## config.mk

```make
export PLATFORM = sky130hd
export DESIGN_NAME = imem_loader
export DESIGN_NICKNAME = d
export VERILOG_FILES = /design/src/rtl/imem_loader.sv
export SDC_FILE = /design/constraint.sdc
export NUM_CORES = 1
export LEC_CHECK = 0
export ABC_AREA = 1
export BUFFER_PORTS_ARGS = -buffer_cell sky130_fd_sc_hd__buf_2
export CORE_ASPECT_RATIO = 1.25
export CORE_MARGIN = 5
export CORE_UTILIZATION = 55
export CTS_CLUSTER_SIZE = 40
export DETAILED_ROUTE_END_ITERATION = 7
export PLACE_DENSITY = 0.75
export SKIP_LAST_GASP = 1
export SYNTH_ARGS = -nofsm -noshare
export SYNTH_HDL_FRONTEND = slang
export SYNTH_SLANG_ARGS = --single-unit
```

## constraint.sdc

```tcl
create_clock -name iClk -period 2.3 [get_ports iClk]
set_input_delay 0.23 -clock iClk [delete_from_list [all_inputs] [get_ports iClk]]
set_output_delay 0.23 -clock iClk [all_outputs]
set_load 0.05 [all_outputs]
```

## src/rtl/imem_loader.sv

```systemverilog
// Framed byte-stream loader that writes a program image into instruction memory.
// Define IMEM_LOADER_CHECKSUM_EN to require a trailing mod-256 checksum byte.
module imem_loader #(
    parameter int                    ADDR_WIDTH = 12,
    parameter logic [ADDR_WIDTH-1:0] BASE_ADDR  = '0
) (
    input  logic                  iClk,
    input  logic                  iRstN,
    input  logic                  iStart,
    input  logic [7:0]            iByte,
    input  logic                  iByteValid,
    output logic                  oByteReady,
    output logic                  oWrEn,
    output logic [ADDR_WIDTH-1:0] oWrAddr,
    output logic [7:0]            oWrData,
    output logic                  oBusy,
    output logic                  oDone,
    output logic                  oError,
    output logic [ADDR_WIDTH:0]   oByteCount
);

    localparam int CW = ADDR_WIDTH + 1;

`ifdef IMEM_LOADER_CHECKSUM_EN
    typedef enum logic [2:0] {
        S_IDLE   = 3'd0,
        S_LEN_LO = 3'd1,
        S_LEN_HI = 3'd2,
        S_DATA   = 3'd3,
        S_CHECK  = 3'd4,
        S_DONE   = 3'd5,
        S_ERROR  = 3'd6
    } state_t;
    localparam state_t S_FINAL = S_CHECK;
`else
    typedef enum logic [2:0] {
        S_IDLE   = 3'd0,
        S_LEN_LO = 3'd1,
        S_LEN_HI = 3'd2,
        S_DATA   = 3'd3,
        S_DONE   = 3'd5,
        S_ERROR  = 3'd6
    } state_t;
    localparam state_t S_FINAL = S_DONE;
`endif

    state_t                state_q, state_d;
    logic                  load_q, load_d;
    logic                  done_q, done_d;
    logic                  error_q, error_d;
    logic [7:0]            len_lo_q, len_lo_d;
    logic [CW-1:0]         len_q, len_d;
    logic [CW-1:0]         cnt_q, cnt_d;
    logic                  wr_en_q, wr_en_d;
    logic [ADDR_WIDTH-1:0] wr_addr_q, wr_addr_d;
    logic [7:0]            wr_data_q, wr_data_d;
`ifdef IMEM_LOADER_CHECKSUM_EN
    logic [7:0]            sum_q, sum_d;
`endif

    logic          accept;
    logic [15:0]   len_full;
    logic          len_big;
    logic [CW-1:0] cnt_inc;

    assign accept   = iByteValid && load_q;
    assign len_full = {iByte, len_lo_q};
    // Compare in 32 bits so len == 2**ADDR_WIDTH (a full image) stays legal.
    assign len_big  = {16'd0, len_full} > (32'd1 << ADDR_WIDTH);
    assign cnt_inc  = cnt_q + CW'(1);

    always_comb begin
        state_d   = state_q;
        len_lo_d  = len_lo_q;
        len_d     = len_q;
        cnt_d     = cnt_q;
        wr_en_d   = 1'b0;
        wr_addr_d = wr_addr_q;
        wr_data_d = wr_data_q;
`ifdef IMEM_LOADER_CHECKSUM_EN
        sum_d     = sum_q;
`endif
        unique case (state_q)
            S_IDLE, S_DONE, S_ERROR: begin
                if (iStart) begin
                    state_d  = S_LEN_LO;
                    len_lo_d = 8'd0;
                    len_d    = '0;
                    cnt_d    = '0;
`ifdef IMEM_LOADER_CHECKSUM_EN
                    sum_d    = 8'd0;
`endif
                end
            end
            S_LEN_LO: begin
                if (accept) begin
                    len_lo_d = iByte;
                    state_d  = S_LEN_HI;
                end
            end
            S_LEN_HI: begin
                if (accept) begin
                    len_d = CW'(len_full);
                    if (len_big) begin
                        state_d = S_ERROR;
                    end else if (len_full == 16'd0) begin
                        state_d = S_FINAL;
                    end else begin
                        state_d = S_DATA;
                    end
                end
            end
            S_DATA: begin
                if (accept) begin
                    wr_en_d   = 1'b1;
                    wr_addr_d = BASE_ADDR + cnt_q[ADDR_WIDTH-1:0];
                    wr_data_d = iByte;
                    cnt_d     = cnt_inc;
`ifdef IMEM_LOADER_CHECKSUM_EN
                    sum_d     = sum_q + iByte;
`endif
                    if (cnt_inc == len_q) begin
                        state_d = S_FINAL;
                    end
                end
            end
`ifdef IMEM_LOADER_CHECKSUM_EN
            S_CHECK: begin
                if (accept) begin
                    if (8'(sum_q + iByte) == 8'h00) begin
                        state_d = S_DONE;
                    end else begin
                        state_d = S_ERROR;
                    end
                end
            end
`endif
            default: state_d = S_IDLE;
        endcase
    end

    // Handshake/status flags are registered from the next state.
    always_comb begin
        load_d = 1'b0;
        unique case (state_d)
            S_LEN_LO, S_LEN_HI, S_DATA: load_d = 1'b1;
`ifdef IMEM_LOADER_CHECKSUM_EN
            S_CHECK:                    load_d = 1'b1;
`endif
            default:                    load_d = 1'b0;
        endcase
        done_d  = (state_d == S_DONE);
        error_d = (state_d == S_ERROR);
    end

    always_ff @(posedge iClk or negedge iRstN) begin
        if (!iRstN) begin
            state_q   <= S_IDLE;
            load_q    <= 1'b0;
            done_q    <= 1'b0;
            error_q   <= 1'b0;
            len_lo_q  <= 8'd0;
            len_q     <= '0;
            cnt_q     <= '0;
            wr_en_q   <= 1'b0;
            wr_addr_q <= '0;
            wr_data_q <= 8'd0;
`ifdef IMEM_LOADER_CHECKSUM_EN
            sum_q     <= 8'd0;
`endif
        end else begin
            state_q   <= state_d;
            load_q    <= load_d;
            done_q    <= done_d;
            error_q   <= error_d;
            len_lo_q  <= len_lo_d;
            len_q     <= len_d;
            cnt_q     <= cnt_d;
            wr_en_q   <= wr_en_d;
            wr_addr_q <= wr_addr_d;
            wr_data_q <= wr_data_d;
`ifdef IMEM_LOADER_CHECKSUM_EN
            sum_q     <= sum_d;
`endif
        end
    end

    assign oByteReady = load_q;
    assign oBusy      = load_q;
    assign oDone      = done_q;
    assign oError     = error_q;
    assign oWrEn      = wr_en_q;
    assign oWrAddr    = wr_addr_q;
    assign oWrData    = wr_data_q;
    assign oByteCount = cnt_q;

endmodule

```

==> reports/results.txt, run 1 <==
Cell with the most instances on the worst path: nand2_2
Maximum clock frequency: 484 MHz
Later-pin clock latency in the skew report: 0.34 ns
Startpoint of the worst-slack reg-to-reg timing path: oByteCount[0]
RD Place Congestion: 0.945
CTS tree: yes
Path type of the worst setup path: reg2reg
Max rail drop VDD: 0.000869 V
Most common cell after layout, fill and taps aside: nand2_1
Path length in cells of the critical path: 16
Synthesis warning total: 0
DIE WIDTH: 76.5 um
Net count after synthesis: 390
Worst-case hold slack: 0.146 ns
Critical Path AT: 2.30 ns
Drt total wl: 6830 um
Initial DRC count: 149
Number of buffers created by CTS: 9
Wire per inst: 13.7 um
Max-Slew Margin vs Limit: 68.5%
Worst setup slack for register-to-register paths: 0.23 ns
Resized cells post-CTS: 0
Remaining antenna violation count after routing: 0
Count of input and output buffers: 49
Layout Area Growth over Synthesis: 16.7%
Critical register-to-register path endpoint: oBusy
Initial antenna violation count: 0
Power per Cell Area: 1340 nW/um2
Final Hold Violating Endpoints: 0
Most frequent cells in the layout: nand2_1 (89), dfrtp_1 (61), buf_2 (49), inv_1 (47), nand3_1 (39)
Final core utilization: 65.6%
Final setup skew: 0.00355 ns
Number of storage elements in the synthesis netlist: 61
Vias in the first global route: 2628
Type of element launching the critical path: register
Static power due to leakage: 1.77 nW
Period utilization: 89.9%
Bufs and invs on worst path: 2
Path category of the worst min-delay check: in2reg
Worst-path cell chain: ha_1 -> nand2_2 -> nor2_4 -> nand2_1 -> nand2_2 -> inv_2 -> nand2_2 -> nand3_2 -> nor2_1 -> nand3_1 -> nor2_2 -> nand2_1 -> nand2_2 -> nand3_1 -> nand2_1 -> inv_1
Via count normalized by instance count: 5.37
Startpoint of the worst setup timing path: oByteCount[0]
Largest delay contributor family on the critical path: simple AND/OR/NAND/NOR gates
Total global routing track utilization: 20.1%
Wire length of the first global-routing pass: 11500 um
Critical path's largest stage delay: 0.44 ns
DR vias: 2683
Critical path required time: 2.54 ns
Post-placement cell area: 3330 um2
Number of cells after detailed placement: 483
DIE AREA: 7120 um2
Average size of a mapped cell: 8.06 um2
Slowest-stage cell, CP: dfrtp_1
Clock Sink Count: 61
DRC violation count after routing: 0
Setup Viol. Count Final: 0
Setup repair after global routing missed its margin: no
Initial cell density of the core: 56.2%
Maximum fanout along the worst path: 6
Total I/O pin count: 50
Post-synthesis cell area: 3040 um2
Height of the die: 93.1 um
Overall Power: 4.74 mW
Mapped Cells: 377
Worst path setup slack after routing: 0.233 ns
First-pass iteration count of the detailed router: 4
Total congestion overflow after global routing: 0
Share of synthesized area occupied by flip-flops and latches: 50.2%
Outcome: completed
Synth unique cells: 33
Number of cells in the finished layout apart from fillers: 500
HPWL after detailed placement: 5080 um
Maximum count of clock buffers along a single path: 2
Final Max Slew Viols: 0
Number of antenna cells inserted: 0
Capturing element type of the critical path: register
Critical Path End: oBusy
Final instance area: 3550 um2
Pre-CTS setup slack: 0.248 ns
Core region area: 5410 um2
Max-cap violation count: 0
Total negative slack: 0 ns
Level count of the clock H-tree: 3
Worst reg-to-reg path cell count: 16
Total number of placement rows: 30
Library cell used as clock root buffer: clkbuf_8
Clock transition at the registers of the reported paths: 0.07 ns
Share of cells above drive strength 1: 22.9%
Net count, final: 444
Tightest Pin Transition: 0.473 ns
Largest net degree at the start of global routing: 36
Time the worst path needs with I/O delays and setup: 2.07 ns
-- timing repair --
| item | in CTS | in global routing |
|---|---|---|
| hold endpoints to repair | 19 | 0 |
| buffers inserted | 0 | 0 |
| hold buffers | 1 | 0 |
-- cell usage after synthesis --
cell type / count / area (um2)
nand2_1: 89 / 334
dfrtp_1: 61 / 1530
inv_1: 47 / 176
nand3_1: 39 / 195
o21ai_0: 27 / 135
nor2_1: 21 / 78.8
o21ai_1: 18 / 90.1
nand2_2: 10 / 62.6
o22ai_1: 10 / 62.6
inv_2: 7 / 26.3
nor2_2: 7 / 43.8
buf_2: 6 / 30.0
nand4_1: 5 / 31.3
nor3_1: 4 / 20.0
nor2_4: 3 / 33.8
a21oi_1: 2 / 10.0
buf_4: 2 / 15.0
nand3_2: 2 / 20.0
or2_1: 2 / 12.5
xor2_1: 2 / 17.5
and2_1: 1 / 6.26
and2_4: 1 / 8.76
buf_1: 1 / 3.75
buf_6: 1 / 11.3
clkbuf_1: 1 / 3.75
clkinv_1: 1 / 3.75
ha_1: 1 / 12.5
nor3_2: 1 / 10.0
o211a_2: 1 / 10.0
o21ai_2: 1 / 8.76
o21bai_1: 1 / 7.51
o32ai_1: 1 / 8.76
xnor3_1: 1 / 22.5
-- cell families (layout without fill, tap and decap cells) --
| logic type | count (synthesis) | in the layout | synth area share (%) |
|---|---|---|---|
| flops | 61 | 61 | 50.2 |
| buf+inv | 66 | 125 | 8.89 |
| compound gates | 61 | 61 | 11.0 |
| fa+ha+maj | 1 | 1 | 0.412 |
| xor+xnor | 3 | 3 | 1.32 |
| simple gates | 185 | 185 | 28.2 |
-- area by class of cell --
class                           instances  area (um2)
Fill cell                             476        1860
Timing Repair Buffer                   54         285
Clock inverter                          5        75.1
Tap cell                               64        80.1
Inverter                               55         206
Sequential cell                        61        1530
Clock buffer                           11         131
Multi-Input combinational cell        250        1240
-- sequential cells by signal, indices dropped and copies added (netlist names) --
name	count
oError	1
oWrData	8
len_lo_q	8
oDone	1
oByteCount	13
oWrAddr	12
oWrEn	1
oBusy	1
state_q	3
len_q	13
-- worst min-delay path by stage --
stage,startpoint,end,depth (start not counted)
2_1_floorplan,iRstN,len_lo_q[0],0
3_3_place_gp,iRstN,oByteCount[1],1
3_5_place_dp,iRstN,oByteCount[1],1
4_1_cts,iByte[7],oWrData[7],3
5_1_grt,iByte[7],oWrData[7],3
6_report,iByte[7],oWrData[7],3
-- tightest hold or removal path, delay by kind of cell --
family | cells | cell delay (ns)
buffers and inverters | 1 | 0.11
AND/OR/NAND/NOR | 2 | 0.10
-- layer usage --
layer,GRT usage [%],vias up,wire [um]
met2,34.6,96,3350
met4,10.5,0,159
met5,0,-,0
li1,-,1322,-
met3,3.28,17,391
met1,24.1,1248,2930
-- power by group --
group          total, mW  switching [mW]  internal (mW)
Combinational       2.18            1.63          0.543
Sequential          1.54           0.170           1.37
Clock               1.02           0.414          0.605
Total               4.74            2.22           2.52
(Power assumes the default switching activity.)
==> run 2: changes to the inputs <==
--- a/config.mk
+++ b/config.mk
@@ -5,14 +5,13 @@
 export SDC_FILE = /design/constraint.sdc
 export NUM_CORES = 1
 export LEC_CHECK = 0
-export ABC_AREA = 1
 export BUFFER_PORTS_ARGS = -buffer_cell sky130_fd_sc_hd__buf_2
 export CORE_ASPECT_RATIO = 1.25
 export CORE_MARGIN = 5
-export CORE_UTILIZATION = 55
+export CORE_UTILIZATION = 40
 export CTS_CLUSTER_SIZE = 40
 export DETAILED_ROUTE_END_ITERATION = 7
-export PLACE_DENSITY = 0.75
+export PLACE_DENSITY = 0.57
 export SKIP_LAST_GASP = 1
 export SYNTH_ARGS = -nofsm -noshare
 export SYNTH_HDL_FRONTEND = slang
==> reports/results.txt, run 2 <==
Height of the die: 110 um
Count of input and output buffers: 49
Number of cells in the finished layout apart from fillers: 522
DIE AREA: 9870 um2
Critical path's largest stage delay: 0.55 ns
Wire per inst: 14.7 um
Outcome: completed
Slowest-stage cell, CP: dfrtp_1
Maximum fanout along the worst path: 12
Number of synthesized flops with an enable pin: 0
Initial antenna violation count: 0
Setup Viol. Count Final: 0
Power Internal: 2.58 mW
Met2 Usage GRT: 27.8%
Synthesis warning total: 0
Bufs and invs on worst path: 0
Most common cell after layout, fill and taps aside: nand2_1
Share of synthesized area occupied by flip-flops and latches: 47.9%
Worst setup slack for register-to-register paths: 0.20 ns
Async set-or-reset flop fraction in the synthesized netlist: 100%
Type of element launching the critical path: register
Worst-case hold slack: 0.132 ns
Simple logic cell fraction of the synthesized area: 28.5%
Startpoint of the worst-slack reg-to-reg timing path: oByteCount[2]
Total negative slack: 0 ns
Total congestion overflow after global routing: 0
RD Place Congestion: 0.827
Mapped Cells: 373
Drt total wl: 7660 um
Worst-path cell chain: and3_1 -> nand4_1 -> xnor2_1 -> nor2_1 -> nor4b_2 -> a31oi_1
Global routing met1 resource utilization: 20.4%
Wire length of the first global-routing pass: 13000 um
Final setup skew: 0.0111 ns
HPWL after detailed placement: 5570 um
Vias in the first global route: 2659
Hold Path Origin: iByte[6]
Library cell used as clock root buffer: clkbuf_8
Part of the total power dissipated in sequential elements: 35.3%
Path category of the worst min-delay check: in2reg
First-pass iteration count of the detailed router: 4
Portion of total power attributed to combinational logic: 40.6%
Prevailing post-synth register cell: dfrtp_1
Routing usage on met3: 2.94%
Clock transition at the registers of the reported paths: 0.07 ns
Post-CTS setup repair buffer count: 0
DIE WIDTH: 89.9 um
Post-synthesis cell area: 3190 um2
Average size of a mapped cell: 8.55 um2
Largest net degree at the start of global routing: 38
Net switching power: 1.90 mW
Power per Cell Area: 1190 nW/um2
Level count of the clock H-tree: 3
Share of Yosys cell area claimed by the top area cell type: 47.9%
Mux share of post-synthesis cell area: 0.314%
Initial cell density of the core: 40.9%
Maximum count of clock buffers along a single path: 2
Switching Share: 42.4%
Worst reg-to-reg path cell count: 6
Critical Path AT: 2.30 ns
DRC violation count after routing: 0
Number of storage elements in the synthesis netlist: 61
Net count after synthesis: 386
Maximum clock frequency: 475 MHz
Highest-utilization routing layer at the global route stage: met2
Max rail drop VDD: 0.000700 V
XOR/XNOR Fraction of Synth Area: 4.40%
Net count, final: 435
Clock Sink Count: 61
Most frequent cell after synthesis: nand2_1
Clk network pwr share: 24.1%
Number of stages on the worst hold path: 3
Synth Area in Compound Gates: 14.2%
Time the worst path needs with I/O delays and setup: 2.10 ns
Core region area: 7790 um2
Number of buffers created by CTS: 9
Critical path required time: 2.49 ns
Number of antenna cells inserted: 0
Total global routing track utilization: 16.3%
Static power due to leakage: 1.84 nW
Number of cells after detailed placement: 505
Share of cells above drive strength 1: 20.8%
Later-pin clock latency in the skew report: 0.34 ns
Capturing element type of the critical path: register
Max-Slew Margin vs Limit: 58.1%
Most frequent cells in the layout: nand2_1 (114), dfrtp_1 (61), buf_2 (49), o21ai_0 (28)
Layout Area Growth over Synthesis: 18.4%
Path type of the worst setup path: reg2reg
Final Hold Violating Endpoints: 0
Critical register-to-register path endpoint: state_q[1]
Final Max Slew Viols: 0
Synthesized-area fraction occupied by adder cells: 0.392%
Largest delay contributor family on the critical path: simple AND/OR/NAND/NOR gates
Max-cap violation count: 0
Total number of placement rows: 36
CTS tree: yes
Setup repair after global routing missed its margin: no
DR vias: 2704
Top cells by area in the synthesized netlist: dfrtp_1 (48%), nand2_1 (14%), o21ai_0 (4.4%)
Tightest Pin Transition: 0.629 ns
Endpoint of the worst hold path: oWrData[6]
Largest area contributor in the netlist: dfrtp_1
Synth unique cells: 52
Remaining antenna violation count after routing: 0
Period utilization: 91.5%
Total I/O pin count: 50
Largest family of logic cells by synthesized area: simple AND/OR/NAND/NOR gates
Initial DRC count: 116
Leading cell types by count after synthesis: nand2_1 (115), dfrtp_1 (61), o21ai_0 (28)
Via count normalized by instance count: 5.18
run 2: cell types whose count changed after synthesis, moves of 5 or more:
cell / delta
nor2_2: -7
inv_2: -7
nand3_1: -34
a31oi_1: +5
inv_1: -42
nand2_1: +26
nand2_2: -10
xnor2_1: +10
nand2b_1: +6
o22ai_1: -8
a21oi_1: +5
run 2: metal layers:
metal / routed length, um / part of all wire [%]
met4: 61 / 0.80
met2: 3790 / 49
met3: 299 / 3.9
met1: 3510 / 46
met5: 0 / 0
run 2: area by class of cell:
type / instances / area, um2
tap: 95 / 119
timing repair buffer: 61 / 350
sequential: 61 / 1530
clock buffer: 12 / 155
multi-input combinational: 283 / 1530
inverter: 6 / 22.5
fill: 763 / 4020
clock inverter: 4 / 70.1
run 2: worst max path at each step:
stage               slack [ns]     startpoint         end  cells past startpoint
floorplan                 0.05  oByteCount[0]       oDone                      7
global placement          0.16  oByteCount[2]  state_q[1]                      6
detailed placement        0.16  oByteCount[1]       oDone                      7
CTS                       0.14  oByteCount[1]       oDone                      7
global route              0.06  oByteCount[2]  state_q[1]                      6
finish                    0.20  oByteCount[2]  state_q[1]                      6
run 2: worst register-to-register path, stage by stage (launching register included):
cell and delay, ns:
dfrtp_1 0.55, and3_1 0.37, nand4_1 0.21, xnor2_1 0.19, nor2_1 0.15, nor4b_2 0.31, a31oi_1 0.17
run 2: kinds of logic after synthesis:
group / Yosys count
multiplexers: 1
AND/OR/NAND/NOR: 188
buffers and inverters: 29
flip-flops: 61
XOR/XNOR: 16
AO/OA/AOI/OAI: 77
adder cells (fa/ha/maj): 1
run 2: stage by stage:
step / utilization (%) / instance area, um2 / setup slack [ns] / power (mW)
2_1_floorplan: - / 3190 / 0.0485 / 2.96
3_3_place_gp: 45.3 / 3530 / 0.164 / 3.41
3_5_place_dp: 45.3 / 3530 / 0.163 / 3.44
4_1_cts: 48.4 / 3770 / 0.143 / 4.53
5_1_grt: 48.4 / 3770 / 0.0642 / 4.79
6_report: 48.4 / 3770 / 0.195 / 4.49
run 2: what timing repair did:
action,CTS,global route
hold buffers,1,0
hold endpoints to repair,26,0
setup endpoints to repair,0,4
gates resized for setup,0,2
run 2: power groups by stage:
stage               logic, mW  clock network (mW)  registers, mW
detailed placement       1.83                   0           1.60
global route             2.01                1.15           1.63
global placement         1.81                   0           1.60
finish                   1.82                1.08           1.58
floorplan                1.03                   0           1.92
CTS                      1.84                1.11           1.58
